**config.mk**
```make
export PLATFORM = sky130hd
export DESIGN_NAME = sparc_exu_addsub_arb
export DESIGN_NICKNAME = d
export VERILOG_FILES = /design/src/rtl/sparc_exu_addsub_arb.sv
export SDC_FILE = /design/constraint.sdc
export NUM_CORES = 1
export LEC_CHECK = 0
export CORE_AREA = 2 2 236 238
export CTS_BUF_LIST = sky130_fd_sc_hd__clkbuf_4
export DETAILED_ROUTE_END_ITERATION = 10
export DIE_AREA = 0 0 238 240
export PLACE_DENSITY = 0.69
export REMOVE_ABC_BUFFERS = 1
export SLEW_MARGIN = 20
export SYNTH_ARGS = -nofsm -noshare
export SYNTH_HDL_FRONTEND = slang
export SYNTH_SLANG_ARGS = --single-unit
```
**constraint.sdc**
```tcl
create_clock -name clk -period 7.2 [get_ports clk]
set_input_delay 1.8 -clock clk [delete_from_list [all_inputs] [get_ports clk]]
set_output_delay 1.8 -clock clk [all_outputs]
set_load 0.01 [all_outputs]
```
**src/rtl/sparc_exu_addsub_arb.sv**
```systemverilog
// Two-requester arbiter/sequencer around a shared W-bit add/sub datapath.
// One issue entry drives the adder; results land in a depth-1 response buffer per requester.
module sparc_exu_addsub_arb #(
  parameter int unsigned W        = 64,
  parameter bit          PRIO_FIX = 1'b0
) (
  input  logic         clk,
  input  logic         rst,
  input  logic         req0_vld,
  output logic         req0_rdy,
  input  logic [W-1:0] req0_rs1,
  input  logic [W-1:0] req0_rs2,
  input  logic         req0_sub,
  input  logic         req0_cin,
  input  logic         req1_vld,
  output logic         req1_rdy,
  input  logic [W-1:0] req1_rs1,
  input  logic [W-1:0] req1_rs2,
  input  logic         req1_sub,
  input  logic         req1_cin,
  output logic [W-1:0] add_rs1,
  output logic [W-1:0] add_rs2,
  output logic         add_invert,
  output logic         add_cin,
  input  logic [W-1:0] add_sum,
  input  logic         add_cout64_l,
  input  logic         add_cout32,
  output logic         rsp0_vld,
  input  logic         rsp0_rdy,
  output logic [W-1:0] rsp0_sum,
  output logic         rsp0_c64,
  output logic         rsp0_c32,
  output logic         rsp0_v64,
  output logic         rsp0_v32,
  output logic         rsp1_vld,
  input  logic         rsp1_rdy,
  output logic [W-1:0] rsp1_sum,
  output logic         rsp1_c64,
  output logic         rsp1_c32,
  output logic         rsp1_v64,
  output logic         rsp1_v32
);

  typedef struct packed {
    logic [W-1:0] rs1;
    logic [W-1:0] rs2;
    logic         sub;
    logic         cin;
    logic         tag;
  } iss_t;

  typedef struct packed {
    logic [W-1:0] sum;
    logic         c64;
    logic         c32;
    logic         v64;
    logic         v32;
  } rsp_t;

  logic       iss_vld;
  iss_t       iss_q;
  logic       last;
  logic [1:0] rsp_vld;
  rsp_t       rsp_q [2];

  logic       e_hi, e_31;
  rsp_t       res_c;
  logic [1:0] pop_c;
  logic       adv_c;
  logic       free_c;
  logic       grant_c;
  logic       acc_c;
  iss_t       new_c;

  // Result capture: sign of effective operand 2 decides signed overflow.
  always_comb begin
    e_hi      = iss_q.rs2[W-1] ^ iss_q.sub;
    e_31      = iss_q.rs2[31] ^ iss_q.sub;
    res_c.sum = add_sum;
    res_c.c64 = ~add_cout64_l;
    res_c.c32 = add_cout32;
    res_c.v64 = (iss_q.rs1[W-1] == e_hi) & (add_sum[W-1] != iss_q.rs1[W-1]);
    res_c.v32 = (iss_q.rs1[31] == e_31) & (add_sum[31] != iss_q.rs1[31]);
  end

  always_comb begin
    pop_c  = rsp_vld & {rsp1_rdy, rsp0_rdy};
    adv_c  = iss_vld & (~rsp_vld[iss_q.tag] | pop_c[iss_q.tag]);
    free_c = ~iss_vld | adv_c;
  end

  // Grant: a lone valid requester wins; ties go by priority mode.
  always_comb begin
    grant_c = 1'b0;
    if (req0_vld && req1_vld) begin
      grant_c = PRIO_FIX ? 1'b0 : ~last;
    end else if (req1_vld) begin
      grant_c = 1'b1;
    end else if (!req0_vld) begin
      grant_c = PRIO_FIX ? 1'b0 : ~last;
    end
  end

  always_comb begin
    req0_rdy = free_c & ~grant_c & ~rst;
    req1_rdy = free_c & grant_c & ~rst;
    acc_c    = (req0_vld & req0_rdy) | (req1_vld & req1_rdy);
    new_c    = grant_c ? {req1_rs1, req1_rs2, req1_sub, req1_cin, 1'b1}
                       : {req0_rs1, req0_rs2, req0_sub, req0_cin, 1'b0};
  end

  // Issue stage; payload is cleared when it empties so the adder sees zeros.
  always_ff @(posedge clk) begin
    if (rst) begin
      iss_vld <= 1'b0;
      iss_q   <= '0;
      last    <= 1'b1;
    end else if (acc_c) begin
      iss_vld <= 1'b1;
      iss_q   <= new_c;
      last    <= grant_c;
    end else if (adv_c) begin
      iss_vld <= 1'b0;
      iss_q   <= '0;
    end
  end

  // Response buffers: refill has precedence over pop.
  always_ff @(posedge clk) begin
    for (int n = 0; n < 2; n++) begin
      if (rst) begin
        rsp_vld[n] <= 1'b0;
        rsp_q[n]   <= '0;
      end else if (adv_c && (iss_q.tag == 1'(n))) begin
        rsp_vld[n] <= 1'b1;
        rsp_q[n]   <= res_c;
      end else if (pop_c[n]) begin
        rsp_vld[n] <= 1'b0;
      end
    end
  end

  assign add_rs1    = iss_q.rs1;
  assign add_rs2    = iss_q.rs2;
  assign add_invert = iss_q.sub;
  assign add_cin    = iss_q.cin;

  assign rsp0_vld = rsp_vld[0];
  assign rsp0_sum = rsp_q[0].sum;
  assign rsp0_c64 = rsp_q[0].c64;
  assign rsp0_c32 = rsp_q[0].c32;
  assign rsp0_v64 = rsp_q[0].v64;
  assign rsp0_v32 = rsp_q[0].v32;
  assign rsp1_vld = rsp_vld[1];
  assign rsp1_sum = rsp_q[1].sum;
  assign rsp1_c64 = rsp_q[1].c64;
  assign rsp1_c32 = rsp_q[1].c32;
  assign rsp1_v64 = rsp_q[1].v64;
  assign rsp1_v32 = rsp_q[1].v32;

endmodule

```
After elaboration in Yosys (flattened, before gate mapping)
Memory sizes are Yosys's and may differ from the RTL's.
Index checks and enable logic that the tools add are counted.

operators by class
  eq/ne operators = 4
  mux-type cells = 26
  order comparisons = 1
  bitwise gates (word level) = 24
  reductions and logical operators = 6

operators by type and width
  kind                  count
  $mux W131             3
  $mux W68              2
  $mux W1               21
  $and A1 B1 Y1         9
  $not A1 Y1            7
  $reduce_bool A2 Y1    3
  $or A1 B1 Y1          5
  $logic_and A1 B1 Y1   3
  $and A2 B2 Y2         1
  $eq A1 B1 Y1          2
  $lt A1 B2 Y1 const B  1
  $ne A1 B1 Y1          2
  $xor A1 B1 Y1         2

storage, ports and cells
  memories = 1
  memory bits (writable) = 136
  bits in registers = 135
  input port bits = 332

memories
  memory  depth  bits a word  read ports  clocked after memory_dff  write ports  line  source
  rsp_q   2      68           2           0                         2            64    rsp_t rsp_q [2];

Longest topological paths before layout
Gate-level depths: netlist of run 1.

  depth after elaboration = 11
  depth in mapped cells = 7

Worst setup path before layout of run 1
Ideal clock, no wire load.

  kind = input -> register
  from = input rsp0_rdy
  to = memory rsp_q[0][0] (netlist name) (enable)
  stages on the path = 2
  path slack = -42 ps
  data arrival time = 6,654 ps
  data required time = 6,612 ps
  path buffers = 0
  cell sequence = nor2b_1 -> o21ai_0

RTL lines
  item                line  source
  start: declaration  29    input logic rsp0_rdy,
  end: declaration    64

Final worst setup path of run 1
  from = input rsp0_rdy
  to = output req1_rdy

between the ends
  cells in the longest elaborated chain, start to end = 8

ends and longest elaborated chain
  item                                         line  source
  $and A2 B2 Y2                                87    pop_c = rsp_vld & {rsp1_rdy, rsp0_rdy};
  $mux W1 (implied by the code) (2 in series)  88    adv_c = iss_vld & (~rsp_vld[iss_q.tag] | pop_c[iss_q.tag]);
  $or A1 B1 Y1                                 88
  $and A1 B1 Y1                                88
  $or A1 B1 Y1                                 89    free_c = ~iss_vld | adv_c;
  $and A1 B1 Y1 (2 in series)                  106   req1_rdy = free_c & grant_c & ~rst;
  end: declaration                             16    output logic req1_rdy,

Every way passes these cells. The select of a mux whose other input is x is not followed.

==> results.py, run 1 <==
metrics = {
    "sta": {
        "setup_viol": 0,
        "hold-worst-slack_ps": 499,
        "fmax_mhz": 171,
        "finalCriticalPeriod_ps": 5840,
        "finalHoldViolations": 0,
        "worst_slew_pin_slew_ps": 1040,
        "min_period_over_period_pct": 81.1,
        "setup_slack_ps": 1360,
        "relSlewSlack_pct": 31.0,
        "drv_slew": 0,
        "worst_clock_skew_ps": 50.7,
        "rsz0062_at_grt": "no",
    },
    "floorplanning": {
        "start_util_pct": 29.1,
        "pin_count": 602,
        "coreArea_sq_um": 54700,
        "rows": 86,
        "fp.dieW_um": 238,
        "die-area_sq_um": 57100,
        "die_h_um": 240,
    },
    "power_and_ir_drop": {
        "p_per_area_nw_per_um2": 194,
        "power.leakage_nw": 9.15,
        "ir_drop_mv": 0.104,
    },
    "final_layout": {
        "seqCellArea_sq_um": 6790,
        "finalInstanceArea_sq_um": 22400,
        "utilization_pct": 41.0,
        "drive_above_1_share_pct": 14.3,
        "n_fill_cell": 5234,
        "nets": 2261,
        "multi_input_area_sq_um": 7510,
        "area_growth_syn_to_layout_pct": 40.7,
    },
    "global_route": {
        "gr-total-overflow": 0,
        "grtUsageTotal_pct": 19.6,
        "grt_first_pass_wirelength_mm": 86.0,
        "grt_pass1_vias": 14117,
        "grt_max_degree": 94,
        "antenna_found_initial": 1,
    },
    "synthesis": {
        "avgSynthCellArea_sq_um": 10.6,
        "synth-edff-count": 136,
        "netlist_instances": 1504,
        "netlist_area_sq_um": 15900,
        "synth-seq-cells": 271,
        "yosys_warnings": 0,
        "async_reset_ff_share_pct": 0,
        "synthFlopType": "edfxtp_1",
        "seq_area_frac_synth_pct": 42.7,
        "ys_types": 36,
    },
    "worst_setup_path": {
        "critical_path_required_ps": 5400,
        "crit_fanout": 58,
        "endpoint_kind": "primary output",
        "critical_path_class": "in2out",
        "reg2regPathDepth": 4,
        "cp_data_arrival_time_ps": 4040,
        "startpoint_type": "primary input",
    },
    "routing": {
        "first_pass_iters": 5,
        "ant_nets": 0,
        "viasPerCell": 5.09,
        "route.detailed.drc": 0,
        "drtIter0Drc": 653,
        "wirelength_mm": 58.3,
        "num_vias": 13698,
        "wl_per_cell_um": 21.7,
    },
    "placed_design": {
        "io_buffers": 601,
        "dpl-instance-area_sq_um": 21300,
        "place_ws_ps": 1380,
        "hpwl_mm": 40.0,
        "routabilityCongestion": 0.880,
    },
    "job": {
        "cap_violations": 0,
    },
    "clock_network": {
        "cts_max_level": 3,
        "clk_pin_slew_ps": 60,
        "clk-insertion-delay-late_ps": 780,
        "numCtsBuffers": 80,
        "hold_buffers": 0,
        "cts_tree": "built",
        "cts_sinks": 271,
        "clock_path_buffers": 3,
        "root_buffer": "clkbuf_4",
        "cts_resized": 0,
        "cts_setup_buffers": 0,
    },
    "hold_path": {
        "hold_class": "reg2reg",
        "hold_depth": 2,
    },
    "outcome": {
        "status": "finished clean",
    },
}
==> path summary, 6_finish.rpt <==
check	startpoint	to	slack [ps]
setup / recovery	rsp0_rdy	req1_rdy	1360
hold reg to reg	add_rs2[37]$_SDFFE_PP0P_	add_rs2[37]$_SDFFE_PP0P_	500
setup reg to reg	iss_vld$_SDFFE_PP0P_	add_rs2[19]$_SDFFE_PP0P_	4390
hold / removal	add_rs2[37]$_SDFFE_PP0P_	add_rs2[37]$_SDFFE_PP0P_	500
==> report_power, final <==
group | internal [W] | total (W) | switching, W | leakage (nW)
combinational | 0.000533 | 0.000956 | 0.000423 | 5.98
clock | 0.000845 | 0.00156 | 0.000715 | 0.611
sequential | 0.00175 | 0.00183 | 0.0000770 | 2.55
total | 0.00313 | 0.00434 | 0.00121 | 9.15
==> metal layers <==
layer / wire length (um) / track usage, % / vias to the layer above
li1: - / - / 6326
met1: 21700 / 21.2 / 6625
met2: 28400 / 33.7 / 618
met3: 4980 / 6.36 / 129
met5: 0 / 0 / -
met4: 3230 / 11.6 / 0
==> registers in the layout (all words and copies together), names as in the netlist <==
| register | cells |
|---|---|
| add_cin | 1 |
| iss_vld | 1 |
| add_rs2 | 64 |
| add_rs1 | 64 |
| rsp_vld | 2 |
| rsp_q | 136 |
| iss_q | 1 |
| add_invert | 1 |
| last | 1 |
==> synthesized netlist by cell type, types with 2 or more instances <==
cell type / instances / area [sq um]
nand2_1: 3 / 11.3
nor2b_1: 6 / 37.5
o311ai_0: 130 / 1140
clkbuf_1: 122 / 458
buf_1: 3 / 11.3
mux2i_1: 262 / 2620
xnor2_1: 2 / 17.5
a21bo_2: 2 / 20.0
dfxtp_1: 135 / 2700
o21ai_0: 2 / 10.0
o31ai_1: 130 / 976
and2_1: 130 / 813
nor3_1: 2 / 10.0
nand3_1: 2 / 10.0
buf_4: 128 / 961
buf_2: 8 / 40.0
nor2_1: 9 / 33.8
edfxtp_1: 136 / 4080
or2_2: 130 / 813
and3_1: 2 / 12.5
nand2b_1: 134 / 838
buf_8: 9 / 135
or3_1: 2 / 12.5
buf_6: 3 / 33.8
==> stage by stage <==
step                cells  power, W  TNS, ps
finish               2689   0.00434        0
global route         2689   0.00454        0
CTS                  2688   0.00440        0
detailed placement   2551   0.00282        0
global placement     2551   0.00279        0
floorplan            1230   0.00228   -12210
==> worst max-delay path: stages <==
cell,delay [ps]
clkdlybuf4s50_1,440
and4bb_4,820
nor2_1,190
and3_1,280
clkdlybuf4s50_1,500
==> cells by family after synthesis <==
| family | Yosys count | synth area share [%] |
|---|---|---|
| mux | 262 | 16.5 |
| buf+inv | 276 | 10.5 |
| flops | 271 | 42.7 |
| compound gates | 268 | 13.6 |
| xor+xnor | 2 | 0.110 |
| simple gates | 425 | 16.6 |
==> final cells by class <==
class | count | share of cell area (%)
diodes | 1 | 0.0112
clock buffers | 116 | 3.89
clock inverters | 21 | 0.771
inverters | 2 | 0.0447
multi-input cells | 957 | 33.6
flip-flops and latches | 271 | 30.3
well taps | 704 | 3.93
repair buffers | 617 | 27.5
==> cells in the final DEF (no fill, tap or decap), types with 2 or more instances in the layout <==
cell type	instances
dfxtp_1	134
o31ai_1	130
and2_1	130
bufinv_16	3
xnor2_1	2
or3_1	2
edfxtp_1	136
clkbuf_4	116
o311ai_0	130
nor3_2	2
nor2_1	9
buf_4	15
clkinv_1	14
or2_2	130
nand2_1	2
clkdlybuf4s50_1	601
nand2b_1	132
mux2i_1	262
a21bo_2	2
nand2b_4	2
nand3_1	2
nor2b_1	6
Power figures use the tool's default switching activity.
==> inputs of run 2 (changes only) <==
==> constraint.sdc (replaced) <==
create_clock -name clk -period 5.21 [get_ports clk]
set_input_delay 1.3025 -clock clk [delete_from_list [all_inputs] [get_ports clk]]
set_output_delay 1.3025 -clock clk [all_outputs]
set_load 0.01 [all_outputs]
==> results.py, run 2 (synthesis results as in run 1) <==
metrics = {
    "sta": {
        "finalCriticalPeriod_ps": 4490,
        "relSlewSlack_pct": 29.6,
        "worst_clock_skew_ps": 39.8,
        "fmax_mhz": 223,
        "hold-worst-slack_ps": 497,
        "drv_slew": 0,
        "finalHoldViolations": 0,
        "min_period_over_period_pct": 86.2,
        "setup_viol": 0,
        "worst_slew_pin_slew_ps": 1060,
        "rsz0062_at_grt": "no",
    },
    "worst_setup_path": {
        "critical_path.max_stage_delay_ps": 570,
        "cp_cell_sequence": "clkdlybuf4s50_1 -> and4bb_4 -> or3_1 -> nor2_1 -> clkdlybuf4s50_1",
        "cp_data_arrival_time_ps": 3190,
        "r2r-end": "add_rs1[34]$_SDFFE_PP0P_",
        "endpoint_kind": "primary output",
        "crit_start": "rsp0_rdy",
        "crit_fanout": 3,
        "critical_path_class": "in2out",
        "crit_slowest_cell": "clkdlybuf4s50_1",
        "critical_path_required_ps": 3910,
        "crit_top_cell": "clkdlybuf4s50_1",
        "r2r_start": "iss_vld$_SDFFE_PP0P_",
        "reg2reg_slack_ps": 2110,
        "startpoint_type": "primary input",
        "worstSetupEndpoint": "req0_rdy",
        "reg2regPathDepth": 5,
    },
    "hold_path": {
        "hold_class": "reg2reg",
        "hold_path.startpoint": "add_rs2[57]$_SDFFE_PP0P_",
    },
    "global_route": {
        "grt_pass1_vias": 13917,
        "antenna_found_initial": 5,
        "grtUsageTotal_pct": 19.6,
        "grt_first_pass_wirelength_mm": 84.9,
        "gr-total-overflow": 0,
        "grt_max_degree": 96,
    },
    "power_and_ir_drop": {
        "power.leakage_nw": 9.15,
        "total_power_w": 0.00590,
        "ir_drop_mv": 0.138,
        "p_per_area_nw_per_um2": 264,
    },
    "floorplanning": {
        "die_h_um": 240,
        "fp.dieW_um": 238,
        "start_util_pct": 29.1,
        "coreArea_sq_um": 54700,
        "die-area_sq_um": 57100,
        "rows": 86,
        "pin_count": 602,
    },
    "clock_network": {
        "cts_resized": 0,
        "clk-insertion-delay-late_ps": 780,
        "cts_max_level": 3,
        "clk_pin_slew_ps": 60,
        "numCtsBuffers": 80,
        "hold_buffers": 0,
        "cts_tree": "built",
        "clock_path_buffers": 3,
        "cts_setup_buffers": 0,
        "cts_sinks": 271,
        "root_buffer": "clkbuf_4",
    },
    "placed_design": {
        "routabilityCongestion": 0.907,
        "dp.cells": 2558,
        "hpwl_mm": 40.9,
        "io_buffers": 601,
        "dpl-instance-area_sq_um": 21400,
    },
    "routing": {
        "drtIter0Drc": 734,
        "viasPerCell": 5.10,
        "ant_nets": 0,
        "wl_per_cell_um": 22.0,
        "wirelength_mm": 59.3,
        "num_vias": 13721,
        "route.detailed.drc": 0,
        "first_pass_iters": 6,
    },
    "final_layout": {
        "layout_common_cells": "601 x clkdlybuf4s50_1, 262 x mux2i_1, 136 x edfxtp_1",
        "finalInstanceArea_sq_um": 22400,
        "nets": 2268,
        "drive_above_1_share_pct": 14.6,
        "area_growth_syn_to_layout_pct": 40.7,
        "regMostFlops": "rsp_q",
        "n_fill_cell": 5262,
        "largest_register_ffs": 136,
        "layout_commonest_cell": "clkdlybuf4s50_1",
        "fin_cells": 2692,
    },
    "outcome": {
        "status": "finished clean",
    },
    "job": {
        "cap_violations": 0,
    },
}
## run 2: cell types whose count changed in the layout (fill, tap and decap cells not counted)
cell	before	now
buf_4	15	21
clkinv_1	14	9
clkbuf_4	116	113
diode_2	1	4
bufinv_16	3	1
and3_2	0	1
and3_4	1	0
buf_12	1	2
clkinv_2	1	2
clkinv_4	1	2
inv_8	0	1
## run 2: critical path, delay by kind of cell
kind | cells | cell delay [ps]
buffers and inverters | 2 | 1070
and+or+nand+nor | 3 | 810
## run 2: metal layers
| layer | up-vias | wire length (um) | GRT usage [%] |
|---|---|---|---|
| met3 | 142 | 5560 | 7.11 |
| met2 | 659 | 27800 | 32.5 |
| met4 | 0 | 3400 | 11.7 |
| li1 | 6328 | - | - |
| met5 | - | 0 | 0 |
| met1 | 6592 | 22600 | 21.6 |
## run 2: power by group
group	total, W	internal, W	leakage (nW)	switching [W]
clock	0.00205	0.00105	0.575	0.000999
sequential	0.00251	0.00242	2.55	0.0000886
combinational	0.00135	0.000740	6.02	0.000607
total	0.00590	0.00421	9.15	0.00169
## run 2: worst min path at each step
stage	end	slack, ps	depth (start not counted)
finish	add_rs2[57]$_SDFFE_PP0P_	500	2
detailed placement	add_rs2[57]$_SDFFE_PP0P_	490	2
floorplan	add_cin$_SDFFE_PP0P_	520	2
global placement	add_rs2[15]$_SDFFE_PP0P_	480	2
global route	add_rs1[30]$_SDFFE_PP0P_	520	2
CTS	add_rs2[57]$_SDFFE_PP0P_	500	2
## run 2: final cells by class
type,instances,area [sq um],area share (%)
inverters,2,10.0,0.0447
flip-flops and latches,271,6790,30.3
repair buffers,624,6210,27.8
multi-input cells,957,7510,33.5
diodes,4,10.0,0.0447
clock inverters,17,119,0.531
clock buffers,113,848,3.79
well taps,704,881,3.94
## run 2: per-stage QoR
stage	TNS, ps	utilization [%]	setup slack, ps
3_3_place_gp	0	39.2	745
2_1_floorplan	-309710	-	-2690
3_5_place_dp	0	39.2	750
5_1_grt	0	40.9	696
6_report	0	40.9	719
4_1_cts	0	40.9	745
==> inputs of run 3 (changes only) <==
--- a/config.mk
+++ b/config.mk
@@ -5,6 +5,7 @@
 export SDC_FILE = /design/constraint.sdc
 export NUM_CORES = 1
 export LEC_CHECK = 0
+export CAP_MARGIN = 20
 export CORE_AREA = 2 2 236 238
 export CTS_BUF_LIST = sky130_fd_sc_hd__clkbuf_4
 export DETAILED_ROUTE_END_ITERATION = 10
==> results of run 3 <==
Same layout as run 2: the final DEF is identical, and so are final timing and power.
